<file path="src/rtl/idma_err_collect.sv">
// idma_err_collect: collects error reports from several iDMA backend channels,
// serialises them towards the frontend and returns the frontend's decision
// (CONTINUE/ABORT) to the channel that raised each error.
//
// Ports:
//   clk_i, rst_i                    clock, asynchronous active-high reset
//   ch_err_valid_i/ch_err_ready_o   per-channel error request handshake
//   ch_err_type_i, ch_err_addr_i    per-channel error type (2b) and faulting address
//   ch_action_valid_o/_ready_i      per-channel decision handshake (one-hot valid)
//   ch_action_o                     decision shared by all channels (0=CONTINUE, 1=ABORT)
//   rsp_err_valid_o/rsp_err_ready_i error report handshake to frontend
//   rsp_err_type_o/_addr_o/_ch_o    reported error payload (head of queue)
//   eh_valid_i/eh_ready_o/eh_i      frontend decision handshake
//   busy_o                          an error is queued or being handled
//   timeout_o                       sticky flag: a decision was forced by timeout
//
// Optional feature: define IDMA_EH_TIMEOUT_EN to auto-abort after TimeoutCycles
// cycles without a frontend decision. Without it WAIT_EH waits indefinitely.
// Error type encoding: 0=BUS_READ, 1=BUS_WRITE, 2=BACKEND, 3=ND_MIDEND.

module idma_err_collect #(
    parameter int unsigned NumChannels   = 4,
    parameter int unsigned AddrWidth     = 32,
    parameter int unsigned TimeoutCycles = 1024
) (
    input  logic                                   clk_i,
    input  logic                                   rst_i,
    input  logic [NumChannels-1:0]                 ch_err_valid_i,
    output logic [NumChannels-1:0]                 ch_err_ready_o,
    input  logic [2*NumChannels-1:0]               ch_err_type_i,
    input  logic [AddrWidth*NumChannels-1:0]       ch_err_addr_i,
    output logic [NumChannels-1:0]                 ch_action_valid_o,
    output logic                                   ch_action_o,
    input  logic [NumChannels-1:0]                 ch_action_ready_i,
    output logic                                   rsp_err_valid_o,
    input  logic                                   rsp_err_ready_i,
    output logic [1:0]                             rsp_err_type_o,
    output logic [AddrWidth-1:0]                   rsp_err_addr_o,
    output logic [((NumChannels > 1) ? $clog2(NumChannels) : 1)-1:0] rsp_err_ch_o,
    input  logic                                   eh_valid_i,
    output logic                                   eh_ready_o,
    input  logic                                   eh_i,
    output logic                                   busy_o,
    output logic                                   timeout_o
);

    localparam int unsigned ChW  = (NumChannels > 1) ? $clog2(NumChannels) : 1;
    localparam int unsigned CntW = $clog2(NumChannels + 1);

    typedef enum logic [1:0] {REPORT, WAIT_EH, ISSUE} state_e;
    typedef enum logic {CONTINUE = 1'b0, ABORT = 1'b1} eh_action_e;

    // Elaboration-time parameter sanity checks
    if (NumChannels < 1 || NumChannels > 16) begin : g_bad_channels
        $error("NumChannels must be in 1..16");
    end
    if (TimeoutCycles < 1) begin : g_bad_timeout
        $error("TimeoutCycles must be nonzero");
    end

    function automatic logic [ChW-1:0] ptr_inc(input logic [ChW-1:0] p);
        return (32'(p) == NumChannels - 1) ? '0 : ChW'(32'(p) + 1);
    endfunction

    // Error queue storage; depth equals channel count so it can never overflow
    logic [1:0]            fifo_type_q [NumChannels];
    logic [AddrWidth-1:0]  fifo_addr_q [NumChannels];
    logic [ChW-1:0]        fifo_ch_q   [NumChannels];
    logic [ChW-1:0]        wr_ptr_q, rd_ptr_q, rr_q;
    logic [CntW-1:0]       count_q;
    logic [NumChannels-1:0] outstanding_q;

    state_e     state_q, state_d;
    eh_action_e action_q, action_d;

    logic [NumChannels-1:0] eligible, gnt_mask, pop_mask;
    logic                   gnt_found, pop;
    logic [ChW-1:0]         gnt_idx, head_ch;
    int unsigned            idx;

    assign head_ch = fifo_ch_q[rd_ptr_q];

    // Round-robin grant: first eligible channel at or after rr_q, wrapping
    always_comb begin
        eligible  = ch_err_valid_i & ~outstanding_q;
        gnt_found = 1'b0;
        gnt_idx   = '0;
        idx       = 0;
        for (int unsigned k = 0; k < NumChannels; k++) begin
            idx = 32'(rr_q) + k;
            if (idx >= NumChannels) idx = idx - NumChannels;
            if (!gnt_found && eligible[ChW'(idx)]) begin
                gnt_found = 1'b1;
                gnt_idx   = ChW'(idx);
            end
        end
        gnt_mask = gnt_found ? (NumChannels'(1) << gnt_idx) : '0;
    end

    assign ch_err_ready_o = rst_i ? '0 : gnt_mask;
    assign pop_mask       = pop ? (NumChannels'(1) << head_ch) : '0;

    // Queue pointers, occupancy, outstanding mask and round-robin pointer
    always_ff @(posedge clk_i or posedge rst_i) begin
        if (rst_i) begin
            wr_ptr_q      <= '0;
            rd_ptr_q      <= '0;
            rr_q          <= '0;
            count_q       <= '0;
            outstanding_q <= '0;
        end else begin
            if (gnt_found) begin
                wr_ptr_q <= ptr_inc(wr_ptr_q);
                rr_q     <= ptr_inc(gnt_idx);
            end
            if (pop) rd_ptr_q <= ptr_inc(rd_ptr_q);
            if (gnt_found && !pop)      count_q <= count_q + CntW'(1);
            else if (!gnt_found && pop) count_q <= count_q - CntW'(1);
            outstanding_q <= (outstanding_q | gnt_mask) & ~pop_mask;
        end
    end

    // Queue payload storage; validity is tracked by the pointers only
    always_ff @(posedge clk_i) begin
        if (gnt_found) begin
            fifo_type_q[wr_ptr_q] <= ch_err_type_i[2*gnt_idx +: 2];
            fifo_addr_q[wr_ptr_q] <= ch_err_addr_i[AddrWidth*gnt_idx +: AddrWidth];
            fifo_ch_q[wr_ptr_q]   <= gnt_idx;
        end
    end

    assign rsp_err_type_o = fifo_type_q[rd_ptr_q];
    assign rsp_err_addr_o = fifo_addr_q[rd_ptr_q];
    assign rsp_err_ch_o   = head_ch;
    assign ch_action_o    = action_q;
    assign busy_o         = (count_q != '0) || (state_q != REPORT);

`ifdef IDMA_EH_TIMEOUT_EN
    localparam int unsigned TmoW = $clog2(TimeoutCycles + 1);
    logic [TmoW-1:0] tmo_cnt_q, tmo_cnt_d;
    logic            timeout_q, timeout_d;
    assign timeout_o = timeout_q;
`else
    assign timeout_o = 1'b0;
`endif

    // FSM state register
    always_ff @(posedge clk_i or posedge rst_i) begin
        if (rst_i) begin
            state_q   <= REPORT;
            action_q  <= CONTINUE;
`ifdef IDMA_EH_TIMEOUT_EN
            tmo_cnt_q <= '0;
            timeout_q <= 1'b0;
`endif
        end else begin
            state_q   <= state_d;
            action_q  <= action_d;
`ifdef IDMA_EH_TIMEOUT_EN
            tmo_cnt_q <= tmo_cnt_d;
            timeout_q <= timeout_d;
`endif
        end
    end

    // FSM next-state and handshake outputs
    always_comb begin
        state_d           = state_q;
        action_d          = action_q;
        rsp_err_valid_o   = 1'b0;
        eh_ready_o        = 1'b0;
        ch_action_valid_o = '0;
        pop               = 1'b0;
`ifdef IDMA_EH_TIMEOUT_EN
        tmo_cnt_d         = '0;
        timeout_d         = timeout_q;
`endif
        case (state_q)
            REPORT: begin
                rsp_err_valid_o = (count_q != '0);
                if (rsp_err_valid_o && rsp_err_ready_i) state_d = WAIT_EH;
            end
            WAIT_EH: begin
                eh_ready_o = 1'b1;
                if (eh_valid_i) begin
                    action_d = eh_action_e'(eh_i);
                    state_d  = ISSUE;
                end
`ifdef IDMA_EH_TIMEOUT_EN
                else if (tmo_cnt_q == TmoW'(TimeoutCycles - 1)) begin
                    action_d  = ABORT;
                    timeout_d = 1'b1;
                    state_d   = ISSUE;
                end else begin
                    tmo_cnt_d = tmo_cnt_q + TmoW'(1);
                end
`endif
            end
            ISSUE: begin
                ch_action_valid_o = NumChannels'(1) << head_ch;
                if (ch_action_ready_i[head_ch]) begin
                    pop     = 1'b1;
                    state_d = REPORT;
                end
            end
            default: state_d = REPORT;
        endcase
    end

endmodule
</file>
<file path="config.mk">
export PLATFORM = sky130hd
export DESIGN_NAME = idma_err_collect
export DESIGN_NICKNAME = d
export VERILOG_FILES = /design/src/rtl/idma_err_collect.sv
export SDC_FILE = /design/constraint.sdc
export NUM_CORES = 1
export LEC_CHECK = 0
export BUFFER_PORTS_ARGS = -buffer_cell sky130_fd_sc_hd__buf_2
export CORE_MARGIN = 5
export CORE_UTILIZATION = 50
export CTS_CLUSTER_SIZE = 10
export DETAILED_ROUTE_END_ITERATION = 16
export PLACE_DENSITY = 0.77
export RECOVER_POWER = 50
export SLEW_MARGIN = 20
export SYNTH_ARGS = -nofsm -noshare
export SYNTH_HDL_FRONTEND = slang
export SYNTH_SLANG_ARGS = --single-unit
</file>
<file path="constraint.sdc">
create_clock -name clk_i -period 4.3 [get_ports clk_i]
set_clock_uncertainty 0.1 [all_clocks]
set_input_delay 1.075 -clock clk_i [delete_from_list [all_inputs] [get_ports clk_i]]
set_output_delay 1.075 -clock clk_i [all_outputs]
set_load 0.005 [all_outputs]
</file>
==> metrics.cfg <==
[status]
run_status = finished with violations
violations = max-capacitance violations, max-slew violations

[yosys]
synth_top_cells_by_count = 144 x edfxtp_1, 105 x mux2i_1, 35 x mux4_2, 16 x dfrtp_1, 12 x nor2_1
yosys-top-cells-area = edfxtp_1 59%, mux2i_1 14%, mux4_2 11%
ys_async_sr_fraction_pct = 10.0
yosysTopAreaCell = edfxtp_1
synth_top_area_share_pct = 58.9
syn-num-nets = 571
postSynthCellCount = 414
yosysMostFrequentCell = edfxtp_1
synth-edff-count = 144
yosysWarnings = 0
ys.flop_type = edfxtp_1
ys_types = 44
synth_seq_area_share_pct = 64.4
ys_ff_latch = 160
syn_area_sq_um = 7340
syn_area_per_cell_sq_um = 17.7

[power]
p_leak_nw = 3.52
ir_drop_v = 0.000297
switchingPower_mw = 2.09
internal_power_mw = 4.53
pwr-share-clk_pct = 22.0
powerDensity_nw_per_um2 = 734
switching_share_pct = 31.6
p_seq_share_pct = 40.7
p_comb_share_pct = 37.2
power_mw = 6.63

[placement]
place_congestion = 0.852
dpl.hpwl_microns = 10400
port_buffers = 196
dp.cells = 780

[worst_setup_path]
crit_arrival_ns = 2.55
cp-start-kind = input pin
required_ns = 3.12
worstSetupPathType = input pin to primary output
crit_path_end_kind = primary output
path_max_fanout = 6

[drt]
ant_nets = 0
routedWlPerCell_microns = 18.8
drc = 0
dr.first_iter.drc_count = 273
vias = 4403
vias_per_cell = 5.42
drtPass1Iterations = 4
routed_wl_microns = 15300

[clocking]
cts_tree = yes
cts_hold_buf = 0
post_cts_buffers = 0
insertion_delay_ns = 0.42
path_clk_slew_ns = 0.06
numCtsBuffers = 17
clock_sinks = 160
cts_max_level = 4
clk_path_buf_depth = 2
root_buffer = clkbuf_16
ctsResizeCount = 0

[job]
maxCapViolCount = 1

[sta]
rsz0062_at_grt = no
final_hold_viol_count = 0
relSlewSlack_pct = -27.2
report.final.slew_viol_count = 37
max_slew.worst_pin.slew_ns = 1.91
period_needed_ns = 3.73
setup_violations = 0
hold-worst-slack_ns = 0.376
post-route-period-util_pct = 86.6
max_freq_mhz = 268
fin_setup_tns_ns = 0

[floorplanning]
initial_core_util_pct = 50.7
io_pins = 198
die_h_microns = 131
core_sq_um = 14500
die_area_sq_um = 17200
die_x_microns = 131
rows = 44

[global_routing]
track_usage_pct = 18.1
overflow = 0
antenna_found_initial = 0
grt_max_degree = 41
grt_pass1_vias = 4810
grt_first_pass_wirelength_microns = 24600

[hold_path]
hp-class = register to register

[final_layout]
drive_gt1_share_pct = 42.8
antenna_cells = 0
fin_util_pct = 62.4
num-nets-final = 772
areaGrowthSynthToFinish_pct = 23.1
finalNonFillerCells = 812

registers in the layout, indices dropped and copies added, names as in the netlist:
signal         count
ch_action_o        1
count_q            3
fifo_addr_q      128
fifo_ch_q          8
fifo_type_q        8
outstanding_q      4
rd_ptr_q           2
rr_q               2
state_q            2
wr_ptr_q           2
final cells by class:
type | count | area (sq um)
Clock buffer | 20 | 437
Clock inverter | 12 | 140
Fill cell | 1098 | 5450
Inverter | 11 | 43.8
Multi-Input combinational cell | 220 | 2430
Sequential cell | 160 | 4730
Tap cell | 184 | 230
Timing Repair Buffer | 205 | 1020
kinds of logic (layout without fill, tap and decap cells):
family | count (synthesis) | after routing | share of synthesized area (%)
buffers and inverters | 34 | 248 | 2.54
XOR/XNOR | 3 | 3 | 0.358
multiplexers | 146 | 146 | 26.2
AO/OA/AOI/OAI | 18 | 18 | 1.62
other | 1 | 1 | 0.0511
adder cells (fa/ha/maj) | 8 | 8 | 1.47
flip-flops | 160 | 160 | 64.4
AND/OR/NAND/NOR | 44 | 44 | 3.36
metrics by stage:
stage               worst slack [ns]  area (sq um)
finish                         0.575          9030
global route                   0.449          9030
CTS                            0.565          9060
detailed placement             0.623          8490
global placement               0.678          8490
floorplan                      0.868          7340
routing by layer:
| layer | wire [microns] | GRT usage [%] |
|---|---|---|
| met5 | 0 | 0 |
| met4 | 318 | 7.51 |
| met3 | 858 | 4.32 |
| met2 | 8220 | 31.9 |
| met1 | 5900 | 21.3 |
power groups by stage:
stage                     logic (mW)  clock network (mW)  registers (mW)
after floorplan                 1.82                   0            2.58
after global placement          2.43                   0            2.68
after detailed placement        2.53                   0            2.73
after CTS                       2.54                1.49            2.70
after global routing            2.71                1.56            2.76
final                           2.47                1.46            2.70
cells in the final DEF (no fill, tap or decap), types with 2 or more instances in the layout:
cell type / instances
mux2_2: 3
ha_1: 7
clkinv_1: 4
xor2_1: 2
nand3b_1: 2
inv_6: 2
clkinv_2: 2
mux2i_1: 105
buf_4: 3
o21ai_0: 3
nor2_1: 12
and2_2: 3
mux2_1: 2
inv_1: 10
nand2b_1: 4
clkbuf_1: 10
dfrtp_2: 2
nor3_1: 5
bufinv_16: 3
nor3b_1: 3
nor2b_1: 2
dfrtp_1: 14
buf_2: 190
clkbuf_16: 17
mux4_2: 35
edfxtp_1: 144
clkbuf_2: 5
nand2_1: 6
a21oi_1: 6
path summary, 6_finish.rpt:
kind / slack [ns] / endpoint / from / depth (start not counted)
max reg2reg: 1.00 / count_q[1] / rd_ptr_q[0] / 8
min in group asynchronous: 0.87 / outstanding_q[0] / rst_i / 3
max: 0.57 / ch_err_ready_o[3] / ch_err_valid_i[0] / 8
min reg2reg: 0.38 / count_q[2] / count_q[2] / 1
max in group asynchronous: 2.60 / rd_ptr_q[1] / rst_i / 3
min: 0.38 / count_q[2] / count_q[2] / 1
worst max-delay path: stages:
cell and delay (ns):
clkbuf_1 0.12, or3b_1 0.36, a21oi_1 0.14, or3_1 0.27, inv_1 0.08, ha_1 0.22
and3_1 0.16, buf_2 0.12
Note: power is estimated with default switching activity, not from simulation.
